File: src/rtl/mmio_uart_tx.sv
// rtl/mmio_uart_tx.sv - memory-mapped 8N1 UART transmitter with a 1-entry holding register
// Define UART_TX_PARITY_EN to insert an even-parity bit between the data bits and the stop bit.
module mmio_uart_tx #(
  parameter logic [31:0] BASE_ADDR   = 32'h0000_1000,
  parameter int          DIV_W       = 16,
  parameter int          DEFAULT_DIV = 16
) (
  input  logic        clk,
  input  logic        reset,
  input  logic        we,
  input  logic [31:0] a,
  input  logic [31:0] wd,
  output logic [31:0] rd,
  output logic        tx,
  output logic        tx_ready
);

`ifdef UART_TX_PARITY_EN
  typedef enum logic [2:0] {IDLE, START, DATA, PARITY, STOP} state_t;
`else
  typedef enum logic [2:0] {IDLE, START, DATA, STOP} state_t;
`endif

  state_t             state, state_n;
  logic               tx_q, tx_n;
  logic [7:0]         hold, shift;
  logic               hold_full, overrun;
  logic [DIV_W-1:0]   div_reg, cur_div, baudcnt, eff_div;
  logic [2:0]         bitcnt;
  logic               shift_adv;
  logic               hit, wr_txdata, wr_status, wr_baud;
  logic               baud_done, load, busy;
`ifdef UART_TX_PARITY_EN
  logic               par;
`endif
  logic               unused_bits;

  assign unused_bits = ^{a[1:0], wd};

  assign hit       = (a[31:4] == BASE_ADDR[31:4]);
  assign wr_txdata = we && hit && (a[3:2] == 2'd0);
  assign wr_status = we && hit && (a[3:2] == 2'd1);
  assign wr_baud   = we && hit && (a[3:2] == 2'd2);

  assign eff_div   = (div_reg == '0) ? DIV_W'(1) : div_reg;
  assign baud_done = (baudcnt == '0);
  assign busy      = (state != IDLE);

  // A frame starts from IDLE, or directly out of the last stop-bit cycle when a byte is waiting.
  assign load = hold_full && ((state == IDLE) || ((state == STOP) && baud_done));

  always_comb begin
    rd = 32'd0;
    if (hit) begin
      case (a[3:2])
        2'd1:    rd = {29'd0, overrun, hold_full, busy};
        2'd2:    rd = 32'(div_reg);
        default: rd = 32'd0;
      endcase
    end
  end

  assign tx       = tx_q;
  assign tx_ready = ~hold_full;

  // tx_n is the line level for the state being entered, so tx changes exactly on the transition edge.
  always_comb begin
    state_n   = state;
    tx_n      = tx_q;
    shift_adv = 1'b0;
    case (state)
      IDLE: begin
        tx_n = 1'b1;
        if (hold_full) begin
          state_n = START;
          tx_n    = 1'b0;
        end
      end
      START: begin
        if (baud_done) begin
          state_n = DATA;
          tx_n    = shift[0];
        end
      end
      DATA: begin
        if (baud_done) begin
          if (bitcnt == 3'd7) begin
`ifdef UART_TX_PARITY_EN
            state_n = PARITY;
            tx_n    = par;
`else
            state_n = STOP;
            tx_n    = 1'b1;
`endif
          end else begin
            tx_n      = shift[1];
            shift_adv = 1'b1;
          end
        end
      end
`ifdef UART_TX_PARITY_EN
      PARITY: begin
        if (baud_done) begin
          state_n = STOP;
          tx_n    = 1'b1;
        end
      end
`endif
      STOP: begin
        if (baud_done) begin
          if (hold_full) begin
            state_n = START;
            tx_n    = 1'b0;
          end else begin
            state_n = IDLE;
            tx_n    = 1'b1;
          end
        end
      end
      default: begin
        state_n = IDLE;
        tx_n    = 1'b1;
      end
    endcase
  end

  always_ff @(posedge clk) begin
    if (!reset) begin
      state <= IDLE;
      tx_q  <= 1'b1;
    end else begin
      state <= state_n;
      tx_q  <= tx_n;
    end
  end

  always_ff @(posedge clk) begin
    if (!reset) begin
      shift   <= '0;
      bitcnt  <= '0;
      baudcnt <= '0;
      cur_div <= DIV_W'(DEFAULT_DIV);
`ifdef UART_TX_PARITY_EN
      par     <= 1'b0;
`endif
    end else if (load) begin
      shift   <= hold;
      bitcnt  <= '0;
      baudcnt <= eff_div - DIV_W'(1);
      cur_div <= eff_div;
`ifdef UART_TX_PARITY_EN
      par     <= ^hold;
`endif
    end else if (state != IDLE) begin
      if (baud_done) begin
        baudcnt <= cur_div - DIV_W'(1);
        if (shift_adv) begin
          shift  <= {1'b0, shift[7:1]};
          bitcnt <= bitcnt + 3'd1;
        end
      end else begin
        baudcnt <= baudcnt - DIV_W'(1);
      end
    end
  end

  // A store arriving while the holding register drains is accepted, not counted as overrun.
  always_ff @(posedge clk) begin
    if (!reset) begin
      hold      <= '0;
      hold_full <= 1'b0;
      overrun   <= 1'b0;
      div_reg   <= DIV_W'(DEFAULT_DIV);
    end else begin
      if (wr_txdata && (!hold_full || load)) begin
        hold      <= wd[7:0];
        hold_full <= 1'b1;
      end else if (load) begin
        hold_full <= 1'b0;
      end

      if (wr_txdata && hold_full && !load)
        overrun <= 1'b1;
      else if (wr_status && wd[2])
        overrun <= 1'b0;

      if (wr_baud)
        div_reg <= wd[DIV_W-1:0];
    end
  end

endmodule

File: config.mk
export PLATFORM = sky130hd
export DESIGN_NAME = mmio_uart_tx
export DESIGN_NICKNAME = d
export VERILOG_FILES = /design/src/rtl/mmio_uart_tx.sv
export SDC_FILE = /design/constraint.sdc
export NUM_CORES = 1
export LEC_CHECK = 0
export CAP_MARGIN = 40
export CORE_MARGIN = 10
export CORE_UTILIZATION = 53
export DETAILED_ROUTE_END_ITERATION = 16
export PLACE_DENSITY = 0.85
export SLEW_MARGIN = 20
export SYNTH_ARGS = -nofsm -noshare
export SYNTH_HDL_FRONTEND = slang
export SYNTH_SLANG_ARGS = --single-unit
File: constraint.sdc
create_clock -name clk -period 10 [get_ports clk]
set_input_delay 1.5 -clock clk [delete_from_list [all_inputs] [get_ports clk]]
set_output_delay 1.5 -clock clk [all_outputs]
set_load 0.03 [all_outputs]
# Yosys cells after proc, flatten, opt, wreduce, memory -nomap -nowiden
# Index checks and enable logic that the tools add are counted.
# word_totals
reg_bits	73
in_bits	67
out_inout_bits	34
elab_cells	87
# op_classes
addsub	4
n_eq_ne	12
n_mux	30
n_bitwise	2
reduce_logical	29
# op_table
op	n
$mux 16	5
$sub 16x1->16 const B	3
$logic_not 16->1	2
$mux 8	4
$pmux 16 s2	1
$eq 28x9->1 const B	1
$mux 3	5
$mux 1	13
$pmux 3 s4	1
$logic_and 1x1->1	10
$ne 2x2->1 const B	5
$reduce_bool 2->1	5
$reduce_and 3->1	3
$eq 3x2->1 const B	2
$reduce_and 5->1	1
$pmux 1 s4	1
$add 3x1->3 const B	1
$eq 3x1->1 const B	1
$eq 3x3->1 const B	1
$logic_not 3->1	1
$reduce_bool 3->1	1
$eq 2x1->1 const B	1
$eq 2x2->1 const B	1
$logic_not 1->1	2
other kinds (4)	6

# Logic depth before layout (Yosys ltp)
# logic_depth
word_depth	8
depth_mapped	17
ltp_nobuf	14

# Least setup slack after synthesis
# OpenSTA, ideal clock, no wires.
# synth_path
path_kind	input to output
from	input port a[13]
to	output port rd[0]
arrival_ps	2877
required_ps	8500
slack_ps	5623
cell_stages	6
path_buffers	1
cell_sequence	nor4b_1 > nand4_1 > nor2_1 > clkbuf_1 > nand2_1 > nor2_1
# synth_between
elab_chain_cells	2
# synth_rtl
element	line_no	source
start, declared	11	input logic [31:0] a,
$eq 28x9->1	40	assign hit = (a[31:4] == BASE_ADDR[31:4]);
$mux 16	54	if (hit) begin
end, declared	13	output logic [31:0] rd,
# No other way between the ends.

# Worst setup path in the final report
# layout_path
from	input port a[27]
to	output port rd[1]
# The elaborated chain is that of the path after synthesis.

==> impl_metrics.json <==
{
  "cts.sinks": 72,
  "routed_wl_mm": 11.0,
  "die_h_um": 107,
  "dr_total_vias": 3890,
  "routed_via_density": 5.97,
  "fin_worst_skew_ns": 0.00865,
  "initial_utilization_pct": 54.9,
  "synthTopCellsByArea": "dfxtp_1 (36%), mux2i_1 (7.2%), nor2_1 (6.4%)",
  "cp.arrival_ns": 3.97,
  "synth_most_common_cell": "dfxtp_1",
  "cts_buffers": 9,
  "seqCellArea_um2": 1440,
  "cts_tree": "yes",
  "overflow": 0,
  "finalInstanceArea_um2": 4840,
  "crit_path_start": "a[27]",
  "drc": 0,
  "area_delta_synth_final_pct": 20.7,
  "period_minus_slack_ns": 5.47,
  "yosysTopAreaCell": "dfxtp_1",
  "met2_usage_pct": 31.0,
  "multiInputGateArea_um2": 2310,
  "final_net_count": 625,
  "place_ws_ns": 4.54,
  "gp_congestion": 0.908,
  "synth_area_um2": 4010,
  "postCtsSetupBuffers": 0,
  "synth-async-reset-ratio_pct": 0,
  "first_pass_iters": 5,
  "portBuffers": 66,
  "power_density_nw_per_um2": 334,
  "leakage_nw": 1.76,
  "setup_viol": 0,
  "grt_pass1_vias": 3851,
  "cp_max_fo": 16,
  "io_pins": 101,
  "power.total_mw": 1.61,
  "path_clk_slew_ns": 0.08,
  "core-area_um2": 7290,
  "drt_iter0_drc": 371,
  "reg2reg_from": "state[0]$_SDFFE_PN0P_",
  "synth_area_per_cell_um2": 8.08,
  "drtAntennaViolNets": 0,
  "top_usage_layer": "met2",
  "slew_violations": 0,
  "yosys_warnings": 0,
  "max_freq_ghz": 0.183,
  "grtUsageTotal_pct": 19.2,
  "hold_path.class": "register to register",
  "ctsRootBufferMaster": "clkbuf_8",
  "grt_pass1_wl_mm": 18.3,
  "ys_top_cells_by_count": "dfxtp_1 (72), nor2_1 (68), nand2_1 (61)",
  "hpwl_mm": 7.95,
  "period_share_pct": 54.7,
  "hold_violations": 0,
  "cp-start-kind": "input pin",
  "clk_path_buf_depth": 2,
  "synth_ff_type": "dfxtp_1",
  "cts_hold_buf": 0,
  "die_x_um": 107,
  "ys_seq_area_share_pct": 36.0,
  "drive_above_1_share_pct": 6.69,
  "syn_inst": 496,
  "required_ns": 8.50,
  "end_kind": "output port",
  "ir_drop_v": 0.000206,
  "status": "complete, no violations",
  "utilization_pct": 66.3,
  "grtUsageMet3_pct": 6.23,
  "num-fill-cells": 617,
  "relSlewSlack_pct": 45.4,
  "cap_violations": 0,
  "antenna_found_initial": 0,
  "antennaDiodeCount": 0,
  "rsz0062_at_grt": "no",
  "post_cts_resized": 0,
  "r2r_end": "baudcnt[14]$_SDFFE_PN0P_",
  "h-tree-depth": 3,
  "use_met1_pct": 23.2,
  "tightest_slew_ns": 0.816,
  "dpl-instance-area_um2": 4640,
  "worstSkewPairLatency_ns": 0.36,
  "synthDistinctLibCells": 59,
  "worst_r2r_path_depth": 12,
  "setup_tns_ns": 0,
  "grt_max_degree": 59,
  "setup_slack_ns": 4.53,
  "synth_top_area_share_pct": 36.0,
  "r2r_setup_slack_ns": 6.26,
  "synth_edf_count": 0,
  "ys_ff_latch": 72,
  "wl_per_cell_um": 16.9,
  "num_rows": 31,
  "setup.worst_path.end": "rd[1]",
  "dieArea_um2": 11400,
  "crit_type": "input pin to output port"
}
==> final cells by class <==
type	instances	share of cell area, %
clock inverters	7	1.27
clock buffers	9	2.56
flip-flops and latches	72	29.8
multi-input cells	379	47.8
repair buffers	72	14.9
well taps	99	2.56
inverters	14	1.09
==> placed cells by master (no fill, tap or decap), types with 14 or more instances in the layout <==
master / instances
o21ai_0: 15
nand2_1: 61
conb_1: 16
clkdlybuf4s50_1: 66
and3_1: 14
nor3_1: 16
nor2_1: 68
inv_1: 14
mux2i_1: 29
dfxtp_1: 72
a21oi_1: 23
==> per-stage QoR <==
stage          hold slack, ns  std cells
2_1_floorplan           0.427        511
3_3_place_gp            0.438        633
3_5_place_dp            0.441        635
4_1_cts                 0.452        651
5_1_grt                 0.474        652
6_report                0.453        652
==> where the power goes <==
group          internal (mW)  switching (mW)  total, mW  leakage [nW]
combinational          0.383           0.647       1.03          1.09
sequential             0.323          0.0424      0.365         0.580
clock                 0.0947           0.124      0.219        0.0888
==> critical path, stage by stage <==
cell and delay (ns):
clkdlybuf4s50_1 0.43, nor4_1 0.28, nand3_1 0.12, nor2_1 0.62, nand2_1 0.19, nor2_1 0.14, clkdlybuf4s50_1 0.68
==> how the worst min path moves through the flow <==
| stage | start | end | slack [ns] | cells after the start |
|---|---|---|---|---|
| global placement | cur_div[12]$_SDFFE_PN0N_ | cur_div[12]$_SDFFE_PN0N_ | 0.44 | 2 |
| detailed placement | cur_div[15]$_SDFFE_PN0N_ | cur_div[15]$_SDFFE_PN0N_ | 0.44 | 2 |
| finish | cur_div[15]$_SDFFE_PN0N_ | cur_div[15]$_SDFFE_PN0N_ | 0.45 | 2 |
| global route | cur_div[11]$_SDFFE_PN0N_ | cur_div[11]$_SDFFE_PN0N_ | 0.47 | 2 |
| CTS | cur_div[15]$_SDFFE_PN0N_ | cur_div[15]$_SDFFE_PN0N_ | 0.45 | 2 |
| floorplan | cur_div[12]$_SDFFE_PN0N_ | cur_div[12]$_SDFFE_PN0N_ | 0.43 | 2 |
==> routing by layer <==
layer  vias up  wire (µm)
met1      1809       4410
li1       1847          -
met4         0        232
met2       210       5110
met5         -          0
met3        24       1250
==> cell families (layout without fill, tap and decap cells) <==
logic type,Yosys count,count (layout),synth area share (%)
multiplexers,29,29,7.25
XOR/XNOR,8,8,1.75
buffers and inverters,60,102,7.71
adder cells (fa/ha/maj),10,10,3.12
AND/OR/NAND/NOR,212,212,25.8
other,1,16,0.0936
AO/OA/AOI/OAI,104,104,18.3
flip-flops,72,72,36.0
(Power assumes the default switching activity.)
